<file path="config.mk">
export PLATFORM = sky130hd
export DESIGN_NAME = bht_update_ctrl
export DESIGN_NICKNAME = d
export VERILOG_FILES = /design/src/rtl/bht_update_ctrl.sv
export SDC_FILE = /design/constraint.sdc
export NUM_CORES = 1
export LEC_CHECK = 0
export CAP_MARGIN = 20
export CELL_PAD_IN_SITES_DETAIL_PLACEMENT = 0
export CELL_PAD_IN_SITES_GLOBAL_PLACEMENT = 1
export CORE_MARGIN = 5
export CORE_UTILIZATION = 47
export DETAILED_ROUTE_END_ITERATION = 8
export DONT_BUFFER_PORTS = 1
export PLACE_DENSITY_LB_ADDON = 0.1
export SLEW_MARGIN = 10
export SYNTH_ARGS = -nofsm -noshare
export SYNTH_HDL_FRONTEND = slang
export SYNTH_SLANG_ARGS = --single-unit
</file>
<file path="constraint.sdc">
create_clock -name clk -period 2.2 [get_ports clk]
set_clock_uncertainty 0.05 [all_clocks]
set_input_delay 0.44 -clock clk [delete_from_list [all_inputs] [get_ports clk]]
set_output_delay 0.44 -clock clk [all_outputs]
set_load 0.05 [all_outputs]
</file>
<file path="src/rtl/bht_update_ctrl.sv">
// bht_update_ctrl
//   Sits between branch resolution in EX and the BHT write port. Resolved
//   branches and jumps go into a small FIFO. The FIFO drains one entry per
//   cycle as a 2-bit saturating-counter update. After reset (INIT) and after
//   a flush request (CLEAR), the controller sweeps the whole table and writes
//   every entry to weakly-not-taken (2'b01). While a sweep runs, the FIFO
//   keeps accepting entries but is not drained.
//
//   Handshake: a resolution is taken on any rising edge where
//   resolve_valid && resolve_ready. resolve_ready is simply !full, so it does
//   not depend on resolve_valid. An accepted resolution with neither branch
//   nor jump set is consumed but not queued.
//
// Ports
//   clk, rst_n                   clock, asynchronous active-low reset
//   resolve_valid/resolve_ready  resolution handshake
//   resolve_index                BHT index of the resolved instruction
//   branch, jump, br_en          control-flow type and branch outcome
//   pred_state                   counter value read at fetch time
//   flush_req                    one-cycle pulse: discard queue, re-sweep table
//   bht_load/windex/datain       registered BHT write port
//   busy                         high while sweeping (INIT or CLEAR)
//   count                        queue occupancy
//   dbg_state                    current FSM state (0=INIT, 1=RUN, 2=CLEAR)
module bht_update_ctrl #(
    parameter int S_INDEX = 10,
    parameter int DEPTH   = 4,
    localparam int PW     = $clog2(DEPTH)
) (
    input  logic               clk,
    input  logic               rst_n,
    input  logic               resolve_valid,
    output logic               resolve_ready,
    input  logic [S_INDEX-1:0] resolve_index,
    input  logic               branch,
    input  logic               jump,
    input  logic               br_en,
    input  logic [1:0]         pred_state,
    input  logic               flush_req,
    output logic               bht_load,
    output logic [S_INDEX-1:0] bht_windex,
    output logic [1:0]         bht_datain,
    output logic               busy,
    output logic [PW:0]        count,
    output logic [1:0]         dbg_state
);

    typedef enum logic [1:0] {
        INIT  = 2'd0,
        RUN   = 2'd1,
        CLEAR = 2'd2
    } state_t;

    // Queue entry layout: {index, taken, pred_state}
    localparam int EW = S_INDEX + 3;

    state_t             state_q, state_d;
    logic [S_INDEX-1:0] sweep_q, sweep_d;
    logic [PW-1:0]      rd_ptr_q, rd_ptr_d;
    logic [PW-1:0]      wr_ptr_q, wr_ptr_d;
    logic [PW:0]        count_q, count_d;
    logic               load_q, load_d;
    logic [S_INDEX-1:0] windex_q, windex_d;
    logic [1:0]         datain_q, datain_d;
    logic [EW-1:0]      mem_q [DEPTH];

    logic               full;
    logic               push;
    logic               pop;
    logic [EW-1:0]      head;
    logic               head_taken;
    logic [1:0]         head_pred;
    logic [1:0]         head_next;

    assign full          = (count_q == (PW+1)'(DEPTH));
    assign resolve_ready = !full;
    // A flush discards any push that arrives in the same cycle.
    assign push = resolve_valid && resolve_ready && (branch || jump) && !flush_req;

    assign head       = mem_q[rd_ptr_q];
    assign head_taken = head[2];
    assign head_pred  = head[1:0];

    always_comb begin
        head_next = head_pred;
        if (head_taken) begin
            if (head_pred != 2'd3) head_next = head_pred + 2'd1;
        end else begin
            if (head_pred != 2'd0) head_next = head_pred - 2'd1;
        end
    end

    always_comb begin
        state_d  = state_q;
        sweep_d  = sweep_q;
        load_d   = 1'b0;
        windex_d = windex_q;
        datain_d = datain_q;
        pop      = 1'b0;
        if (flush_req) begin
            state_d = CLEAR;
            sweep_d = '0;
        end else begin
            case (state_q)
                INIT, CLEAR: begin
                    load_d   = 1'b1;
                    windex_d = sweep_q;
                    datain_d = 2'b01;
                    sweep_d  = sweep_q + 1'b1;
                    if (sweep_q == {S_INDEX{1'b1}}) state_d = RUN;
                end
                RUN: begin
                    if (count_q != '0) begin
                        pop      = 1'b1;
                        load_d   = 1'b1;
                        windex_d = head[EW-1:3];
                        datain_d = head_next;
                    end
                end
                default: state_d = INIT;
            endcase
        end
    end

    always_comb begin
        rd_ptr_d = rd_ptr_q;
        wr_ptr_d = wr_ptr_q;
        count_d  = count_q;
        if (flush_req) begin
            rd_ptr_d = '0;
            wr_ptr_d = '0;
            count_d  = '0;
        end else begin
            // Pointers are PW bits wide, so they wrap modulo DEPTH on their own.
            if (pop)  rd_ptr_d = rd_ptr_q + 1'b1;
            if (push) wr_ptr_d = wr_ptr_q + 1'b1;
            case ({push, pop})
                2'b10:   count_d = count_q + 1'b1;
                2'b01:   count_d = count_q - 1'b1;
                default: count_d = count_q;
            endcase
        end
    end

    always_ff @(posedge clk or negedge rst_n) begin
        if (!rst_n) begin
            state_q  <= INIT;
            sweep_q  <= '0;
            rd_ptr_q <= '0;
            wr_ptr_q <= '0;
            count_q  <= '0;
            load_q   <= 1'b0;
            windex_q <= '0;
            datain_q <= '0;
        end else begin
            state_q  <= state_d;
            sweep_q  <= sweep_d;
            rd_ptr_q <= rd_ptr_d;
            wr_ptr_q <= wr_ptr_d;
            count_q  <= count_d;
            load_q   <= load_d;
            windex_q <= windex_d;
            datain_q <= datain_d;
        end
    end

    // Queue storage is not reset. An entry is read only after it has been
    // written, because count_q gates every pop.
    always_ff @(posedge clk) begin
        if (push) mem_q[wr_ptr_q] <= {resolve_index, (br_en || jump), pred_state};
    end

    assign bht_load   = load_q;
    assign bht_windex = windex_q;
    assign bht_datain = datain_q;
    assign busy       = (state_q != RUN);
    assign count      = count_q;
    assign dbg_state  = state_q;

endmodule

</file>
==> results.toml <==
[outcome]
status = "completed"

[cells_and_area]
multiInputGateArea_um2 = 1100
syn2layout_area_growth_pct = 11.9
stdcell_count = 367
regArea_um2 = 2370
design_area_um2 = 3960
n_antenna_cell = 0
fin_nets = 288
drive_gt1_share_pct = 21.6
nFillCells = 650
final_util_pct = 54.3

[placement]
place_area_um2 = 3730
hpwl_mm = 4.46
port_buffers = 0
gp_congestion = 0.779
placed_cells = 349

[power_and_ir_drop]
seq_power_share_pct = 60.2
pwr-share-clk_pct = 34.6
p_sw_share_pct = 26.0
leakage_nw = 1.40
peakVddDrop_v = 0.000543
internal-power_w = 0.00223
p_switching_w = 0.000782
combPwrFrac_pct = 5.2
power_density_nw_per_um2 = 760

[synthesis]
yosysWarnings = 0
seq_area_frac_synth_pct = 66.8
syn-cell-area_um2 = 3540
syn_nets = 270
synth_flop_cell = "edfxtp_1"
syn_inst = 245
synth_cell_types = 45
async_flop_share_pct = 38.1
synth_edf_count = 52
synth.ff_latch_count = 84
syn_area_per_cell_um2 = 14.4

[timing]
setup_viol = 0
period_needed_ns = 2.06
rsz0062_at_grt = "no"
slew_violations = 0
hold_viol = 0
worstMarginPinSlew_ns = 0.686
fmax_ghz = 0.486
setup_tns_ns = 0
period_share_pct = 93.5
slew_headroom_pct = 54.3

[worst_setup_path]
crit_path_max_fanout = 4
start_kind = "register"
max_stage_delay_ns = 0.43
cpMaxStageDelayCell = "or3_4"
worstPathCellList = "or3_4 -> nand3_2 -> nor2_2 -> fa_1 -> mux2i_1 -> mux2_1"
required_ns = 2.39
worstSetupEndpointType = "register"
cp.arrival_ns = 2.25
worstSetupPathType = "register to register"

[clocking]
cts_max_level = 3
clockBufferDepth = 2
post_cts_buffers = 0
cts.sinks = 84
cts_tree = "done"
clk-insertion-delay-late_ns = 0.35
numCtsBuffers = 9
clock-root-buffer = "clkbuf_8"
clkTransAtPathRegs_ns = 0.09

[global_route]
grt_pass1_wl_mm = 11.1
grt_max_degree = 33
grt_usage_pct = 15.0
grt-ovfl-total = 0
antenna_found_initial = 0
grt_pass1_vias = 2069

[route]
drtAntennaViolNets = 0
vias = 1999
firstDrtPassIters = 4
wl_mm = 6.59
drc = 0
wire_per_inst_um = 18.0
drt-initial-drc-count = 80
vias_per_cell = 5.45

[floorplanning]
die_w_um = 96.8
start_util_pct = 48.5
die_y_um = 96.8
pin_count = 39
dieArea_um2 = 9360
core_region_area_um2 = 7290
rows = 31

[min_path]
hold_class = "primary input to register"

[flow_run]
drv_cap = 0
state kept, by name, summed over array words and instances, names as in the netlist:
register    count
bht_datain      2
dbg_state       2
rd_ptr_q        2
bht_load        1
count           3
sweep_q        10
mem_q          52
bht_windex     10
wr_ptr_q        2
cells in the mapped netlist, types with 2 or more instances:
cell      number  area share, %
a21oi_1       15            2.1
buf_1          2           0.21
nand2_1       25            2.7
nand4_1        3           0.53
ha_1           5            1.8
edfxtp_1      52             44
clkbuf_1       6           0.64
xnor2_1        5            1.2
xor2_1         5            1.2
nor2b_1        2           0.35
nor3_1         4           0.57
mux2i_1        2           0.57
and3_1         4           0.71
inv_1          9           0.95
mux4_2        13            8.3
nand3_1        2           0.28
nor2_1        16            1.7
a31oi_1       10            1.8
dfrtp_1       32             23
o21ai_0        7           0.99
or3_1          2           0.35
cell families after synthesis:
| group | Yosys count | share of synthesized area, % |
|---|---|---|
| compound gates | 40 | 7.00 |
| xor+xnor | 10 | 2.48 |
| fa+ha+maj | 6 | 2.33 |
| buf+inv | 20 | 2.55 |
| flops | 84 | 66.8 |
| mux | 16 | 9.16 |
| simple gates | 69 | 9.72 |
final cells by class:
cell class                 instances  area share, %
clock buffer                       9           3.13
clock inverter                     7           1.58
inverter                           9          0.853
multi-input combinational        141           27.8
sequential                        84           59.7
tap                               99           3.13
timing repair buffer              18           3.79
placed cells by master (no fill, tap or decap), types with 2 or more instances in the layout:
cell type and count:
edfxtp_1 52, nor2b_1 2, nand2_1 25, dfrtp_2 3, buf_4 16, nor2_1 15, or3_1 2, clkbuf_8 9
inv_6 4, nor3_1 4, mux2i_1 2, a31oi_1 10, inv_1 9, a21oi_1 15, nand4_1 3, inv_8 2
o21ai_0 7, ha_1 5, and3_1 4, mux4_2 13, xnor2_1 5, xor2_1 5, dfrtp_1 29
power by group through the flow:
| stage | Sequential [W] | Clock (W) | Combinational (W) |
|---|---|---|---|
| 3_5_place_dp | 0.00185 | 0 | 0.000139 |
| 2_1_floorplan | 0.00185 | 0 | 0.0000914 |
| 4_1_cts | 0.00181 | 0.00108 | 0.000158 |
| 6_report | 0.00181 | 0.00104 | 0.000156 |
| 5_1_grt | 0.00182 | 0.00113 | 0.000177 |
| 3_3_place_gp | 0.00185 | 0 | 0.000137 |
metal layers:
metal  up-vias  track usage, %  wire length, um
li1        940               -                -
met1      1009            20.1             3010
met2        41            22.8             3130
met3         9            5.54              369
met4         0            4.86               77
met5         -               0                0
path summary, 6_finish.rpt:
path | start | endpoint | slack (ns) | depth (start not counted)
setup / recovery | count[1] | count[2] | 0.14 | 6
hold / removal | flush_req | count[1] | 0.08 | 1
setup reg to reg | count[1] | count[2] | 0.14 | 6
hold reg to reg | sweep_q[8] | sweep_q[8] | 0.54 | 2
max in group asynchronous | rst_n | count[0] | 1.41 | 2
min in group asynchronous | rst_n | dbg_state[1] | 0.51 | 2
critical path, delay by kind of cell (launching register included):
kind,cells,cell delay [ns]
flip-flops,1,0.41
adder cells (fa/ha/maj),1,0.38
AND/OR/NAND/NOR,3,0.60
multiplexers,2,0.51
what timing repair did:
| action | 4_1_cts | 5_1_grt |
|---|---|---|
| hold buffers | 2 | 0 |
| gates resized for setup | 0 | 3 |
| hold endpoints to repair | 32 | 0 |
| setup endpoints to repair | 0 | 1 |
per-stage QoR:
step                hold WS [ns]  setup WS (ns)  total power (W)
global route              0.0614         0.0428          0.00313
floorplan                 0.0944        -0.0356          0.00194
global placement          0.0956          0.142          0.00198
detailed placement        0.0961         0.0942          0.00199
finish                    0.0834          0.143          0.00301
CTS                       0.0659         0.0774          0.00305
Power figures use the tool's default switching activity.
==> RTL edit 1: new RTL, same settings <==
Change the parameter `DEPTH` from 4 to 2.
--- a/src/rtl/bht_update_ctrl.sv
+++ b/src/rtl/bht_update_ctrl.sv
@@ -24,7 +24,7 @@
 //   dbg_state                    current FSM state (0=INIT, 1=RUN, 2=CLEAR)
 module bht_update_ctrl #(
     parameter int S_INDEX = 10,
-    parameter int DEPTH   = 4,
+    parameter int DEPTH   = 2,
     localparam int PW     = $clog2(DEPTH)
 ) (
     input  logic               clk,
Ports: changed (resized count); port bits go from 39 to 38. The function was not compared with the original's and may differ.
==> RTL edit 1 against the original RTL <==
Worst hold slack improved by 0.061 ns. Area after synthesis fell by 34%. Final area fell by 35%. Sequential cell count fell by 29. Power fell by 38%. Global-route usage fell by 0.76 points. Sequential power fell by 36%. Routed wire length fell by 38%. Worst setup slack improved by 0.19 ns. Largest cell class unchanged.
==> RTL edit 1: results (changes against the original RTL) <==
STA
  – Max-slew headroom: 0.503 (-0.0403)

Yosys
  – List of most frequent post-synthesis cells: 29 x dfrtp_1, 26 x edfxtp_1, 26 x nor2_1
  – Gate Count Post-Synth: 198 (-19%)
  – Post-synthesis async set-or-reset flop share: 0.527 (+0.146)
  – Distinct cells, synth: 39 (-13%)
  – Synth top area cells: edfxtp_1 33%, dfrtp_1 31%, mux2i_1 4.7%
  – Sequential fraction of the synthesis area: 0.644 (-0.0238)
  – Syn Nets: 218 (-19%)
  – Fraction of the mapped netlist area in adder cells: 0.00535 (-0.0180)
  – Xor-xnor portion of the synthesized cell area: 0.0337 (+0.00894)
  – Fraction of synthesized area in multiplexers: 0.0471 (-0.0445)

Setup path
  – Worst Path Arrival: 1.37 ns (-0.88 ns)
  – Reg2Reg Depth: 4 (-2)

Route
  – Initial DRC count: 75 (-6.3%)
  – WL final: 4090 um (-38%)

Pwr
  – Internal: 0.00145 W (-35%)
  – Combinational Power Share: 0.060 (+0.008)
  – Seq pwr: 0.00116 W (-36%)
  – Leakage: 0.977 nW (-30%)
  – Final Power: 0.00186 W (-38%)

Place
  – GP Congestion: 0.706 (-9.4%)
  – HPWL Detailed: 3010 um (-33%)

Run status
  – Status: complete, no violations

Global route
  – Met2 usage: 0.228 (+0.000770)
  – Number of global-route vias before repair: 1473 (-29%)

Cells and area
  – Fill cell count: 428 (-34%)
  – Final net count: 225 (-22%)

Clock tree
  – H-tree depth: 2 (-1)
## RTL edit 1: changes by cell type after synthesis, moves of 4 or more
cell / delta
o21ai_1: +10
ha_1: -4
edfxtp_1: -26
a31oi_1: -9
o21ai_0: -4
nand2_1: -7
nor2_1: +10
mux2i_1: +9
mux4_2: -13
inv_1: -7
## RTL edit 1: final timing paths
path	start	end	slack, ns
setup reg to reg	count[0]	mem_q[1][3]	0.47
min in group asynchronous	rst_n	count[1]	0.52
setup / recovery	dbg_state[0]	busy	0.34
max in group asynchronous	rst_n	count[0]	1.41
hold / removal	flush_req	rd_ptr_q	0.14
hold reg to reg	dbg_state[1]	dbg_state[1]	0.52
## RTL edit 1: final cells by class
type,count,area (um2),area share
sequential,55,1510,0.584
multi-input combinational,131,793,0.307
clock buffer,8,101,0.0392
tap,67,83.8,0.0325
timing repair buffer,9,82.6,0.0320
inverter,3,13.8,0.00533
## RTL edit 1: worst max-delay path, cell delays in order (launching register included)
cell	delay [ns]
dfrtp_1	0.51
and2b_4	0.25
inv_4	0.30
==> RTL edit 2: new RTL, same settings <==
Made on the original files. Put one more register stage on the output `count`, cleared by the reset. The value now appears one clock later. The other outputs are not delayed to match.
--- a/src/rtl/bht_update_ctrl.sv
+++ b/src/rtl/bht_update_ctrl.sv
@@ -174,7 +174,13 @@
     assign bht_windex = windex_q;
     assign bht_datain = datain_q;
     assign busy       = (state_q != RUN);
-    assign count      = count_q;
+    always_ff @(posedge clk or negedge rst_n) begin
+        if (!rst_n) begin
+            count <= '0;
+        end else begin
+            count <= count_q;
+        end
+    end
     assign dbg_state  = state_q;
 
 endmodule
Function: changed (Yosys sat finds a counterexample within 4 cycles, from zero or initial values and one cycle with rst_n low).
==> RTL edit 2 against the original RTL <==
Worst setup slack lost 0.071 ns. Sequential cell count up 3. Routed wire length grew 3.2%. Area after synthesis rose by 1.9%. Final area grew 2.9%. Power increased by 3.5%. Critical path depth stayed put. Critical endpoint is now count_q[2]. Largest cell class unchanged. Highest routed layer unchanged.
==> RTL edit 2: results (changes against the original RTL) <==
Place
  – Post-DP Area: 0.00383 mm2 (+2.8%)
  – Dpl ws: 0.0711 ns (-0.0231 ns)
  – Cells after DPL: 357 (+2.3%)
  – GP Congestion: 0.742 (-4.8%)
  – HPWL Detailed: 4580 um (+2.8%)

Cells and area
  – Biggest register: mem_q
  – Final net count: 294 (+2.1%)
  – Layout cells sized above 1: 0.223 (+0.00621)
  – Layout Cells excl Fill: 376 (+2.5%)
  – Largest register FFs: 52 (unchanged)

Global route
  – Largest net degree at the start of global routing: 36 (+9.1%)
  – Initial antenna violation count: 0 (unchanged)
  – Number of global-route vias before repair: 2096 (+1.3%)
  – Met2 usage: 0.227 (-0.000506)
  – Wire length of the first global-routing pass: 11100 um (+0.43%)
  – GRT Resource Usage Total: 0.150 (-0.000393)
  – Met1 Resource Use GR: 0.201 (-0.000767)
  – Met3 Resource Use GR: 0.0488 (-0.00658)

Clock tree
  – Post-CTS Repair Setup Buffers: 0 (unchanged)
  – TritonCTS Buffers: 9 (unchanged)
  – Post-cts sizing count: 0 (unchanged)
  – Hold Buf Count CTS: 2 (unchanged)

Yosys
  – Post-synthesis async set-or-reset flop share: 0.402 (+0.0213)
  – Distinct cells, synth: 40 (-11%)
  – Synth Area in Compound Gates: 0.0656 (-0.00443)
  – Synth Warn #: 0 (unchanged)
  – List of most frequent post-synthesis cells: 52 x edfxtp_1, 35 x dfrtp_1, 24 x nand2_1
  – Post-synth EDFFs: 52 (unchanged)
  – Fraction of the mapped netlist area in adder cells: 0.0257 (+0.00234)
  – Average cell area after synthesis: 14.5 um2 (+0.68%)
  – Sequential fraction of the synthesis area: 0.676 (+0.00831)
  – Fraction of synthesized area in multiplexers: 0.0899 (-0.00172)
  – Xor-xnor portion of the synthesized cell area: 0.0243 (-0.000464)
  – Syn Nets: 273 (+1.1%)
  – Synth top area cells: edfxtp_1 43%, dfrtp_1 24%, mux4_2 8.1%

Route
  – Wire length on met2: 3180 um (+1.4%)
  – Initial DRC count: 58 (-28%)
  – Met3 WL post-DR: 362 um (-1.9%)
  – WL per Instance: 18.1 um (+0.75%)
  – Post-Route M1 WL: 3130 um (+3.8%)
  – Vias: 2022 (+1.2%)

STA
  – Max-slew headroom: 0.652 (+0.110)
  – Worst Slack Setup Final: 0.0722 ns (-0.0710 ns)
  – Worst hold margin: 0.0835 ns (+0.000180 ns)

Pwr
  – Leakage: 1.48 nW (+5.4%)
  – VDD IR max: 554 uV (+2.0%)

Worst hold path
  – Hold endpoint: wr_ptr_q[1]
  – Hold_sp: flush_req

Setup path
  – Reg2Reg Setup Slack: 0.07 ns (-0.07 ns)
  – Worst Path Arrival: 2.32 ns (+0.07 ns)
  – FF-to-FF Start: count_q[1]
  – Crit path to: count_q[2]
  – CP Max Fanout: 6 (+2)

Run status
  – Status: complete, no violations
-- RTL edit 2: cell types whose count changed after synthesis, moves of 2 or more --
cell	unedited run	this run
nand4_1	3	1
nand3_1	2	6
nor2_1	16	14
and3_1	4	7
inv_1	9	7
dfrtp_1	32	35
o21ai_1	1	3
-- RTL edit 2: where the power goes --
group	switching (W)	leakage [nW]	internal (W)
sequential	0.0000998	0.920	0.00178
clock	0.000638	0.0981	0.000447
combinational	0.0000834	0.460	0.0000650
-- RTL edit 2: worst max-delay path, cell delays in order (launching register included) --
cell,delay (ns)
dfrtp_1,0.39
or3_4,0.39
o211a_4,0.16
and2_4,0.16
fa_2,0.33
mux2i_1,0.20
mux2_1,0.34
-- RTL edit 2: cell type report --
class | instances | area (um2)
repair buffers | 21 | 173
flip-flops and latches | 87 | 2440
fillers | 655 | 3530
multi-input cells | 143 | 1110
clock inverters | 7 | 75.1
inverters | 7 | 26.3
well taps | 102 | 128
clock buffers | 9 | 124
